### config.mk
export PLATFORM = sky130hd
export DESIGN_NAME = complex_acc_dump_flat
export DESIGN_NICKNAME = d
export VERILOG_FILES = /design/src/rtl/complex_acc_pkg.sv /design/src/rtl/complex_acc_dump_if.sv /design/src/rtl/complex_acc_dump_acc_lane.sv /design/src/rtl/complex_acc_dump.sv /design/src/flat_wrapper.sv
export SDC_FILE = /design/constraint.sdc
export NUM_CORES = 1
export LEC_CHECK = 0
export BUFFER_PORTS_ARGS = -buffer_cell sky130_fd_sc_hd__buf_2
export CAP_MARGIN = 20
export CORE_MARGIN = 2
export CORE_UTILIZATION = 45
export CTS_CLUSTER_SIZE = 30
export DETAILED_ROUTE_END_ITERATION = 16
export PLACE_DENSITY = 0.72
export SLEW_MARGIN = 20
export SYNTH_ARGS = -nofsm -noshare
export SYNTH_HDL_FRONTEND = slang
export SYNTH_SLANG_ARGS = --single-unit
### constraint.sdc
create_clock -name clk -period 4.7 [get_ports clk]
set_clock_uncertainty 0.2 [all_clocks]
set_input_delay 0.47 -clock clk [delete_from_list [all_inputs] [get_ports clk]]
set_output_delay 0.47 -clock clk [all_outputs]
set_load 0.1 [all_outputs]
### src/rtl/complex_acc_pkg.sv
// complex_acc_pkg
// Shared definitions for the complex integrate-and-dump block:
//   - default widths for the input samples, the accumulators and the output
//   - the two-state frame FSM encoding
//   - saturation limits of a signed OUT_W-bit result
package complex_acc_pkg;

    localparam int DEF_IN_W  = 8;
    localparam int DEF_N     = 16;
    localparam int DEF_ACC_W = 16;
    localparam int DEF_OUT_W = 12;

    typedef enum logic {
        ST_IDLE = 1'b0,   // no partial frame, count == 0
        ST_ACC  = 1'b1    // at least one sample of the frame is in the accumulators
    } state_t;

    // Largest value representable in a signed w-bit word.
    function automatic int sat_max(input int w);
        return (1 << (w - 1)) - 1;
    endfunction

    // Smallest value representable in a signed w-bit word.
    function automatic int sat_min(input int w);
        return -(1 << (w - 1));
    endfunction

endpackage

### src/rtl/complex_acc_dump_if.sv
// complex_acc_dump_if
// Sample stream into, and frame results out of, complex_acc_dump.
//   clear     : frame abort (discard partial sum, restart count)
//   in_valid  : in_re/in_im carry a product this cycle
//   in_re/im  : signed product components, IN_W bits
//   out_valid : one-cycle pulse with a new frame result
//   out_re/im : signed saturated frame sums, OUT_W bits (held between frames)
//   out_sat   : either component of the held result saturated
//   busy      : a partial frame is in progress
// slave  : the accumulator block
// master : the producer feeding it and consuming the results
interface complex_acc_dump_if #(
    parameter int IN_W  = 8,
    parameter int OUT_W = 12
) ();

    logic                    clear;
    logic                    in_valid;
    logic signed [IN_W-1:0]  in_re;
    logic signed [IN_W-1:0]  in_im;
    logic                    out_valid;
    logic signed [OUT_W-1:0] out_re;
    logic signed [OUT_W-1:0] out_im;
    logic                    out_sat;
    logic                    busy;

    modport slave (
        input  clear, in_valid, in_re, in_im,
        output out_valid, out_re, out_im, out_sat, busy
    );

    modport master (
        output clear, in_valid, in_re, in_im,
        input  out_valid, out_re, out_im, out_sat, busy
    );

endinterface

### src/rtl/complex_acc_dump_acc_lane.sv
// acc_lane
// One component (real or imaginary) of the integrate-and-dump datapath.
// Holds a signed ACC_W accumulator and the registered, saturated OUT_W result.
//   clk, rst : clock and synchronous active-high reset
//   clr      : zero the accumulator (highest priority after rst)
//   load     : accumulator <= sign-extended sample (first sample of a frame)
//   add      : accumulator <= accumulator + sample
//   dump     : result <= sat(accumulator + sample), accumulator <= 0
//   sample   : signed IN_W input component
//   out      : held saturated result
//   sat      : held flag, result was clipped
module acc_lane
    import complex_acc_pkg::*;
#(
    parameter int IN_W  = DEF_IN_W,
    parameter int ACC_W = DEF_ACC_W,
    parameter int OUT_W = DEF_OUT_W
) (
    input  logic                    clk,
    input  logic                    rst,
    input  logic                    clr,
    input  logic                    load,
    input  logic                    add,
    input  logic                    dump,
    input  logic signed [IN_W-1:0]  sample,
    output logic signed [OUT_W-1:0] out,
    output logic                    sat
);

    localparam logic signed [ACC_W-1:0] MAX_V = ACC_W'(sat_max(OUT_W));
    localparam logic signed [ACC_W-1:0] MIN_V = ACC_W'(sat_min(OUT_W));

    function automatic logic signed [OUT_W-1:0] sat_val(input logic signed [ACC_W-1:0] x);
        if (x > MAX_V) return OUT_W'(MAX_V);
        if (x < MIN_V) return OUT_W'(MIN_V);
        return x[OUT_W-1:0];
    endfunction

    function automatic logic is_sat(input logic signed [ACC_W-1:0] x);
        return (x > MAX_V) || (x < MIN_V);
    endfunction

    logic signed [ACC_W-1:0] acc_q, acc_d;
    logic signed [OUT_W-1:0] out_q, out_d;
    logic                    sat_q, sat_d;
    logic signed [ACC_W-1:0] sample_ext;
    logic signed [ACC_W-1:0] full;

    always_comb begin
        // Signed size cast sign-extends the sample to accumulator width.
        sample_ext = ACC_W'(sample);
        full       = acc_q + sample_ext;
        acc_d      = acc_q;
        out_d      = out_q;
        sat_d      = sat_q;
        if (clr) begin
            acc_d = '0;
        end else if (load) begin
            acc_d = sample_ext;
        end else if (add) begin
            acc_d = full;
        end else if (dump) begin
            // The last sample never lands in acc_q; the result is taken from
            // the combinational sum so the next frame can load on the next edge.
            acc_d = '0;
            out_d = sat_val(full);
            sat_d = is_sat(full);
        end
    end

    always_ff @(posedge clk) begin
        if (rst) begin
            acc_q <= '0;
            out_q <= '0;
            sat_q <= 1'b0;
        end else begin
            acc_q <= acc_d;
            out_q <= out_d;
            sat_q <= sat_d;
        end
    end

    assign out = out_q;
    assign sat = sat_q;

endmodule

### src/rtl/complex_acc_dump.sv
// complex_acc_dump
// Integrate-and-dump back end for the complex multiplier: sums N consecutive
// valid signed complex products and emits one saturated complex result per
// frame with a one-cycle out_valid pulse. Frames may follow back to back.
//   clk : rising-edge clock
//   rst : synchronous active-high reset (priority over clear and in_valid)
//   bus : complex_acc_dump_if slave modport (clear, in_valid, in_re, in_im,
//         out_valid, out_re, out_im, out_sat, busy)
module complex_acc_dump
    import complex_acc_pkg::*;
#(
    parameter int IN_W  = DEF_IN_W,
    parameter int N     = DEF_N,
    parameter int ACC_W = DEF_ACC_W,
    parameter int OUT_W = DEF_OUT_W
) (
    input  logic             clk,
    input  logic             rst,
    complex_acc_dump_if.slave bus
);

    if (N < 2 || N > 256) begin : g_bad_n
        $error("complex_acc_dump: N=%0d outside legal range 2..256", N);
    end
    if (ACC_W < IN_W + $clog2(N)) begin : g_bad_acc_w
        $error("complex_acc_dump: ACC_W=%0d too narrow for IN_W=%0d, N=%0d", ACC_W, IN_W, N);
    end

    localparam int             CNT_W = (N > 2) ? $clog2(N) : 1;
    localparam logic [CNT_W-1:0] LAST  = CNT_W'(N - 1);

    state_t           state_q, state_d;
    logic [CNT_W-1:0] count_q, count_d;
    logic             out_valid_q, out_valid_d;
    logic             lane_load, lane_add, lane_dump;
    logic             sat_re, sat_im;

    always_comb begin
        state_d     = state_q;
        count_d     = count_q;
        out_valid_d = 1'b0;
        lane_load   = 1'b0;
        lane_add    = 1'b0;
        lane_dump   = 1'b0;
        // clear wins over a coincident sample, even the last one of a frame.
        if (bus.clear) begin
            state_d = ST_IDLE;
            count_d = '0;
        end else if (bus.in_valid) begin
            unique case (state_q)
                ST_IDLE: begin
                    lane_load = 1'b1;
                    count_d   = CNT_W'(1);
                    state_d   = ST_ACC;
                end
                ST_ACC: begin
                    if (count_q == LAST) begin
                        lane_dump   = 1'b1;
                        out_valid_d = 1'b1;
                        count_d     = '0;
                        state_d     = ST_IDLE;
                    end else begin
                        lane_add = 1'b1;
                        count_d  = count_q + CNT_W'(1);
                    end
                end
                default: begin
                    state_d = ST_IDLE;
                    count_d = '0;
                end
            endcase
        end
    end

    always_ff @(posedge clk) begin
        if (rst) begin
            state_q     <= ST_IDLE;
            count_q     <= '0;
            out_valid_q <= 1'b0;
        end else begin
            state_q     <= state_d;
            count_q     <= count_d;
            out_valid_q <= out_valid_d;
        end
    end

    acc_lane #(.IN_W(IN_W), .ACC_W(ACC_W), .OUT_W(OUT_W)) u_lane_re (
        .clk    (clk),
        .rst    (rst),
        .clr    (bus.clear),
        .load   (lane_load),
        .add    (lane_add),
        .dump   (lane_dump),
        .sample (bus.in_re),
        .out    (bus.out_re),
        .sat    (sat_re)
    );

    acc_lane #(.IN_W(IN_W), .ACC_W(ACC_W), .OUT_W(OUT_W)) u_lane_im (
        .clk    (clk),
        .rst    (rst),
        .clr    (bus.clear),
        .load   (lane_load),
        .add    (lane_add),
        .dump   (lane_dump),
        .sample (bus.in_im),
        .out    (bus.out_im),
        .sat    (sat_im)
    );

    assign bus.out_valid = out_valid_q;
    assign bus.out_sat   = sat_re | sat_im;
    assign bus.busy      = (state_q == ST_ACC);

endmodule
### src/flat_wrapper.sv
// flat-port wrapper written by rule: the top's interface ports become plain ports
module complex_acc_dump_flat import complex_acc_pkg::*;
#(
    parameter int IN_W  = DEF_IN_W,
    parameter int N     = DEF_N,
    parameter int ACC_W = DEF_ACC_W,
    parameter int OUT_W = DEF_OUT_W
)
  (clk, rst, bus_clear, bus_in_valid, bus_in_re, bus_in_im, bus_out_valid, bus_out_re, bus_out_im, bus_out_sat, bus_busy);
  complex_acc_dump_if #(.IN_W(IN_W), .OUT_W(OUT_W)) bus_i ();
  input  logic clk;
  input  logic rst;
  input wire logic [$bits(bus_i.clear)-1:0] bus_clear;
  input wire logic [$bits(bus_i.in_valid)-1:0] bus_in_valid;
  input wire logic [$bits(bus_i.in_re)-1:0] bus_in_re;
  input wire logic [$bits(bus_i.in_im)-1:0] bus_in_im;
  output wire logic [$bits(bus_i.out_valid)-1:0] bus_out_valid;
  output wire logic [$bits(bus_i.out_re)-1:0] bus_out_re;
  output wire logic [$bits(bus_i.out_im)-1:0] bus_out_im;
  output wire logic [$bits(bus_i.out_sat)-1:0] bus_out_sat;
  output wire logic [$bits(bus_i.busy)-1:0] bus_busy;
  assign bus_i.clear = bus_clear;
  assign bus_i.in_valid = bus_in_valid;
  assign bus_i.in_re = bus_in_re;
  assign bus_i.in_im = bus_in_im;
  assign bus_out_valid = bus_i.out_valid;
  assign bus_out_re = bus_i.out_re;
  assign bus_out_im = bus_i.out_im;
  assign bus_out_sat = bus_i.out_sat;
  assign bus_busy = bus_i.busy;
  complex_acc_dump #(.IN_W(IN_W), .N(N), .ACC_W(ACC_W), .OUT_W(OUT_W)) u_core (.clk(clk), .rst(rst), .bus(bus_i));
endmodule
After elaboration in Yosys (flattened, before gate mapping) --
Index checks and enable logic that the tools add are counted.
Cells by class: add/sub/neg operators 3, muxes and demuxes 49, bitwise gates (word level) 5, reduce and logical (&&, ||, !) cells 5, equal/unequal tests 1, magnitude comparators 4
Operators by type and width (count):
- 12-bit 2-to-1 mux | 8
- 16-bit 2-to-1 mux | 5
- 1-bit 2-to-1 mux | 33
- 16-bit by 8-bit adder with 16-bit output | 2
- 16-bit by 12-bit > comparator with 1-bit output, second input constant | 2
- 16-bit by 12-bit < comparator with 1-bit output, second input constant | 2
- 4-bit one-hot mux with 2 select lines | 1
- 4-bit by 1-bit adder with 4-bit output, second input constant | 1
- 4-bit == test, second input constant | 1
- 4-bit 2-to-1 mux | 1
- 1-bit inverter | 4
- 4-bit AND reduction | 1
- 3-bit nonzero test | 1
- 1-bit logical OR | 2
- 1-bit one-hot mux with 2 select lines | 1
- 2-bit OR reduction | 1
- 1-bit OR | 1
Word-level totals: logic and storage cells 76, bits in registers 64, output and inout bits 27

Depth between registers and ports, before layout --
depth after elaboration 16, gate-level depth with buffers 11

Cells and area by module --
A second synthesis with hierarchy kept.
Unflattened totals: cell total of the unflattened synthesis 570, area, all modules 4968.5 um2
Modules (own cells, without submodules):
- acc_lane | cells each 268, times used 2, area an instance 2339.7 um2, seq. area each 580.6 um2
- complex_acc_dump | cells each 34, times used 1, area an instance 289.0 um2, seq. area each 120.1 um2

Least setup slack after synthesis --
OpenSTA, ideal clock, no wires.
path kind input port to flip-flop, from in bus_in_im[0], to reg u_core.u_lane_im.out_q[4], in the netlist u_core.u_lane_im.out[4], library setup time 0.137 ns, stages on the path 11, data arrival time 2.898 ns, path slack 1.465 ns, cells stage by stage ha_1 > fa_1 > a211oi_1 > o21ai_0 > a31oi_1 > o21ai_0 > xnor2_1 > a41oi_1 > buf_4 > a211oi_2 > nor3_2
Between the ends: longest elaborated chain between the ends 10, elaborated cells on any way between the ends 17, classes of those cells 1 x add/sub; 2 x order compare; 14 x mux
RTL lines:
- start: declaration | RTL line flat_wrapper.sv:16 | input wire logic [$bits(bus_i.in_im)-1:0] bus_in_im;
- 16-bit by 8-bit adder with 16-bit output (*) | RTL line complex_acc_dump_acc_lane.sv:52 | full = acc_q + sample_ext;
- 16-bit by 12-bit < comparator with 1-bit output | RTL line complex_acc_dump_acc_lane.sv:35 | if (x < MIN_V) return OUT_W'(MIN_V);
- 1-bit 2-to-1 mux (2 in a row) | RTL line complex_acc_dump_acc_lane.sv:35
- 1-bit 2-to-1 mux | RTL line complex_acc_dump_acc_lane.sv:62 | end else if (dump) begin
- 1-bit 2-to-1 mux | RTL line complex_acc_dump_acc_lane.sv:60 | end else if (add) begin
- 1-bit 2-to-1 mux | RTL line complex_acc_dump_acc_lane.sv:58 | end else if (load) begin
- 1-bit 2-to-1 mux | RTL line complex_acc_dump_acc_lane.sv:56 | if (clr) begin
- 12-bit 2-to-1 mux | RTL line complex_acc_dump_acc_lane.sv:36 | return x[OUT_W-1:0];
- 12-bit 2-to-1 mux (*) | RTL line complex_acc_dump_acc_lane.sv:35
- end signal: assignment | RTL line complex_acc_dump_acc_lane.sv:78 | out_q <= out_d;
- end: declaration | RTL line complex_acc_dump_acc_lane.sv:44 | logic signed [OUT_W-1:0] out_q, out_d;
Mark *: on every way between the ends. The rest lies on a longest branch, timed or not. The select of a mux whose other input is x is not followed. A chain may end at the register's enable or synchronous reset.

Worst setup path in the final report --
from reg u_core.u_lane_im.acc_q[0], to reg u_core.u_lane_im.out_q[2], in the netlist u_core.u_lane_im.out[2]
Between the ends: longest elaborated chain between the ends 10, elaborated cells on any way between the ends 17, classes of those cells 1 x add/sub; 2 x order compare; 14 x mux
RTL lines:
- start: declaration | RTL line complex_acc_dump_acc_lane.sv:43 | logic signed [ACC_W-1:0] acc_q, acc_d;
- start signal: assignment | RTL line complex_acc_dump_acc_lane.sv:73 | acc_q <= '0;
- start signal: assignment | RTL line complex_acc_dump_acc_lane.sv:77 | acc_q <= acc_d;
- 16-bit by 8-bit adder with 16-bit output (*) | RTL line complex_acc_dump_acc_lane.sv:52
- 16-bit by 12-bit < comparator with 1-bit output | RTL line complex_acc_dump_acc_lane.sv:35
- 1-bit 2-to-1 mux (2 in a row) | RTL line complex_acc_dump_acc_lane.sv:35
- 1-bit 2-to-1 mux | RTL line complex_acc_dump_acc_lane.sv:62
- 1-bit 2-to-1 mux | RTL line complex_acc_dump_acc_lane.sv:60
- 1-bit 2-to-1 mux | RTL line complex_acc_dump_acc_lane.sv:58
- 1-bit 2-to-1 mux | RTL line complex_acc_dump_acc_lane.sv:56
- 12-bit 2-to-1 mux | RTL line complex_acc_dump_acc_lane.sv:36
- 12-bit 2-to-1 mux (*) | RTL line complex_acc_dump_acc_lane.sv:35
Marked as above.

==> results by group <==
CTS
  – Number of gates resized after cts: 0
  – CTS tree: done
  – CTS Sinks: 64
  – Max clock buf depth: 2
  – # hold bufs at CTS: 0
  – H-tree Lvls: 3
  – Root Driver: clkbuf_8
  – Clk slew on worst S/H paths: 0.08 ns
  – Total CTS buffers: 9
  – Worst-skew pair later-pin latency: 0.35 ns
  – Post-CTS Setup Bufs: 0

Synth
  – Number of synthesized flops with an enable pin: 0
  – Compound-gate portion of the synthesized area: a little under a third
  – Cell Area, Synth: 4200 µm²
  – Synth warn: 0
  – Mux share of post-synthesis cell area: less than 1%
  – Syn nets: roughly 550
  – Combinational family with the most area after synthesis: compound AO/OA/AOI/OAI gates
  – Post-Synth XOR/XNOR Area: roughly 4.6%
  – Main synth FF type: dfxtp_1
  – Ys async rst share: 0%
  – Mapped Cells: between 400 and 500
  – Synthesized flop and latch total: 64
  – Simple logic cell fraction of the synthesized area: 20.3%
  – Post-Synth Adder-Cell Area: between 10% and 20%
  – Synth cell types: between 50 and 60
  – Sequential fraction of the synthesis area: between 30% and 40%
  – Syn Area/Cell: 8.41 µm²

Power
  – Power density cells: approximately 270 nW/µm²
  – Max IR drop VDD: around 160 µV
  – Design Power: ~1.3 mW
  – Pleak: between 1.5 and 2 nW

Finish
  – Synthesis-to-finish area growth: 11.6%
  – Layout cells sized above 1: between 20% and 30%
  – Storage cell area: around 1300 µm²
  – Fill cells: approximately 900
  – Net count, final: between 500 and 600
  – N_diodes: 0
  – Final Cell Area: 4680 µm²
  – Area of the multi-input gates: between 2000 and 3000 µm²

Die
  – Die height: 101 µm
  – DIE AREA: approximately 10000 µm²
  – Initial Utilization: a little under half
  – Total core area: 9150 µm²
  – Io pins: 47
  – Die Width: slightly above 100 µm
  – Site Rows: 35

Timing
  – Crit path time final: ~3.7 ns
  – RSZ-0062 raised after global routing: false
  – Fmax: 271 MHz
  – Setup ws final: around 1.0 ns
  – Setup TNS: 0 ns
  – Final Hold Fails: 0
  – Slew Limit Fails: 0
  – Slew margin rel.: approximately a third
  – Final setup violation count: 0
  – Fin crit share: between 70% and 80%
  – Worst-Margin Slew: roughly 1.0 ns

Global route
  – First-pass GRT wire length: about 18000 µm
  – GR Overflow Total: 0
  – Vias in the first global route: 3727
  – Largest net degree at the start of global routing: 30
  – Overall global routing resource usage: roughly 22%
  – Initial antenna violation count: 0

Place
  – Worst slack at placement: 0.768 ns
  – Port Buf Inserts: 46
  – Routability cong.: 0.911
  – DP HPWL: about 8000 µm
  – Cell Area, Placed: around 4500 µm²

Critical path
  – Capture point of the worst path: u_core.u_lane_im.out[2]
  – Worst Path Buf+Inv: 0
  – CP delay by family, top: compound AO/OA/AOI/OAI gates
  – CP Class: reg -> reg
  – Critical Path Start: u_core.u_lane_im.acc_q[0]
  – Worst-path cell chain: ha_1 > fa_1 > a211oi_1 > o21ai_0 > a31oi_1 > o21ai_0 > xnor2_1 > o41ai_4 > nand2b_1 > a211oi_2
  – Setup crit end kind: flop
  – R2R cell count: 10
  – Levels on crit path: 10
  – Critical Path RT: between 4 and 5 ns
  – Most numerous cell on the critical path: o21ai_0
  – Startpoint types: flop
  – WP data arrival: 3.75 ns
  – Worst-path fanout max: 11
  – Crit-path slowest cell: o41ai_4
  – FF-to-FF Start: u_core.u_lane_im.acc_q[0]
  – Slowest stage delay, CP: 0.91 ns
  – Worst R2R End: u_core.u_lane_im.out[2]
  – Internal reg-to-reg setup slack: 1.01 ns

Detailed routing
  – Total wire length: approximately 11000 µm
  – Starting DRT DRC Count: around 250
  – TritonRoute pass-1 iters: 5
  – Vias per cell: a little over 6
  – # DRC: 0
  – Antenna Nets Post-Route: 0
  – Vias: 3964
  – Routed WL per cell: 17.1 µm

Worst hold path
  – Hold crit path type: in -> reg

Run
  – Max cap viols: 0

Status
  – Status: finished, final reports clean
==> synth_stat cells, types with 3 or more instances <==
library cell,n,share of area [%]
nand4_1,4,0.60
dfxtp_1,64,31
nor3b_1,3,0.54
a211oi_2,10,3.0
a21o_1,14,2.5
o21a_1,3,0.54
o21ai_0,35,4.2
nand2_1,26,2.3
xnor2_1,13,2.7
a31oi_1,9,1.3
xor2_1,9,1.9
nand2b_1,6,0.89
inv_1,7,0.63
o21bai_1,5,0.89
o211ai_1,3,0.54
nor3_2,8,1.9
buf_2,3,0.36
clkbuf_1,22,2.0
a21oi_2,3,0.63
a221oi_1,15,3.1
ha_1,31,9.2
a211oi_1,14,2.5
or2_2,4,0.60
nand3b_1,3,0.54
nor3_1,16,1.9
nor2_1,71,6.4
a22oi_1,3,0.54
o221a_2,7,1.9
a21oi_1,33,3.9
and3_1,14,2.1
nand3_1,9,1.1
==> placed cells by master (no fill, tap or decap), types with 3 or more instances in the layout <==
cell type	instances
nor3_2	9
nand2_1	26
o21ai_0	35
nor3b_1	3
clkinv_2	3
ha_1	31
a21oi_1	33
o21bai_1	5
and3_1	14
nor3_1	14
xnor2_1	13
buf_4	6
a21oi_2	3
a22oi_1	3
a211oi_1	14
a211oi_2	10
nand4_1	4
o211ai_1	3
nand3_1	9
o21a_1	3
nor2_1	71
a221oi_1	15
a31oi_1	9
a21o_1	14
dfxtp_1	64
xor2_1	9
buf_2	46
o221a_2	7
clkbuf_8	10
nand2b_1	6
nand3b_1	3
inv_1	7
or2_2	4
==> tightest hold or removal path, delay by kind of cell <==
family | cells | cell delay, ns
and+or+nand+nor | 1 | 0.12
buffers and inverters | 1 | 0.10
AOI/OAI and AO/OA | 1 | 0.08
==> through the flow <==
step	hold slack (ns)	std cells	util, %
2_1_floorplan	0.257	499	-
3_3_place_gp	0.254	635	49.3
3_5_place_dp	0.260	635	49.3
4_1_cts	0.263	651	51.2
5_1_grt	0.288	651	51.2
6_report	0.261	651	51.2
==> final cells by class <==
cell class / instances / area share (%)
Clock buffer: 11 / 3.02
Clock inverter: 5 / 0.695
Inverter: 7 / 0.561
Multi-Input combinational cell: 401 / 59.5
Sequential cell: 64 / 27.4
Tap cell: 111 / 2.97
Timing Repair Buffer: 52 / 5.88
==> worst min-delay path by stage <==
stage | startpoint | to | slack, ns | cells past startpoint
2_1_floorplan | u_core.count_q[1] | u_core.count_q[1] | 0.26 | 2
3_3_place_gp | u_core.u_lane_im.out[0] | u_core.u_lane_im.out[0] | 0.25 | 2
3_5_place_dp | u_core.u_lane_im.out[0] | u_core.u_lane_im.out[0] | 0.26 | 2
4_1_cts | bus_in_re[2] | u_core.u_lane_re.acc_q[2] | 0.26 | 3
5_1_grt | u_core.u_lane_im.out[0] | u_core.u_lane_im.out[0] | 0.29 | 2
6_report | bus_in_re[2] | u_core.u_lane_re.acc_q[2] | 0.26 | 3
==> cell families after synthesis <==
kind of cell             count (synthesis)
AO/OA/AOI/OAI                          172
XOR/XNOR                                22
adder cells (fa/ha/maj)                 33
buffers and inverters                   34
flip-flops                              64
multiplexers                             2
AND/OR/NAND/NOR                        172
==> report_power, final <==
group	switching, mW	internal, mW	total [mW]
registers	0.00752	0.553	0.560
clock network	0.225	0.205	0.430
logic	0.181	0.0975	0.278
total	0.414	0.855	1.27
==> flip-flops by register name (all words and copies together), names as in the netlist <==
signal,flops
u_core.u_lane_im.sat,1
u_core.count_q,4
u_core.u_lane_re.acc_q,16
u_core.bus.busy,1
u_core.u_lane_im.acc_q,16
u_core.bus.out_valid,1
u_core.u_lane_re.sat,1
u_core.u_lane_re.out,12
u_core.u_lane_im.out,12
==> routing by layer <==
metal	GRT usage, %	routed length, µm
met3	4.72	734
met1	27.8	4800
met2	38.6	5400
met5	0	0
met4	6.74	187
Note: power is estimated with default switching activity, not from simulation.
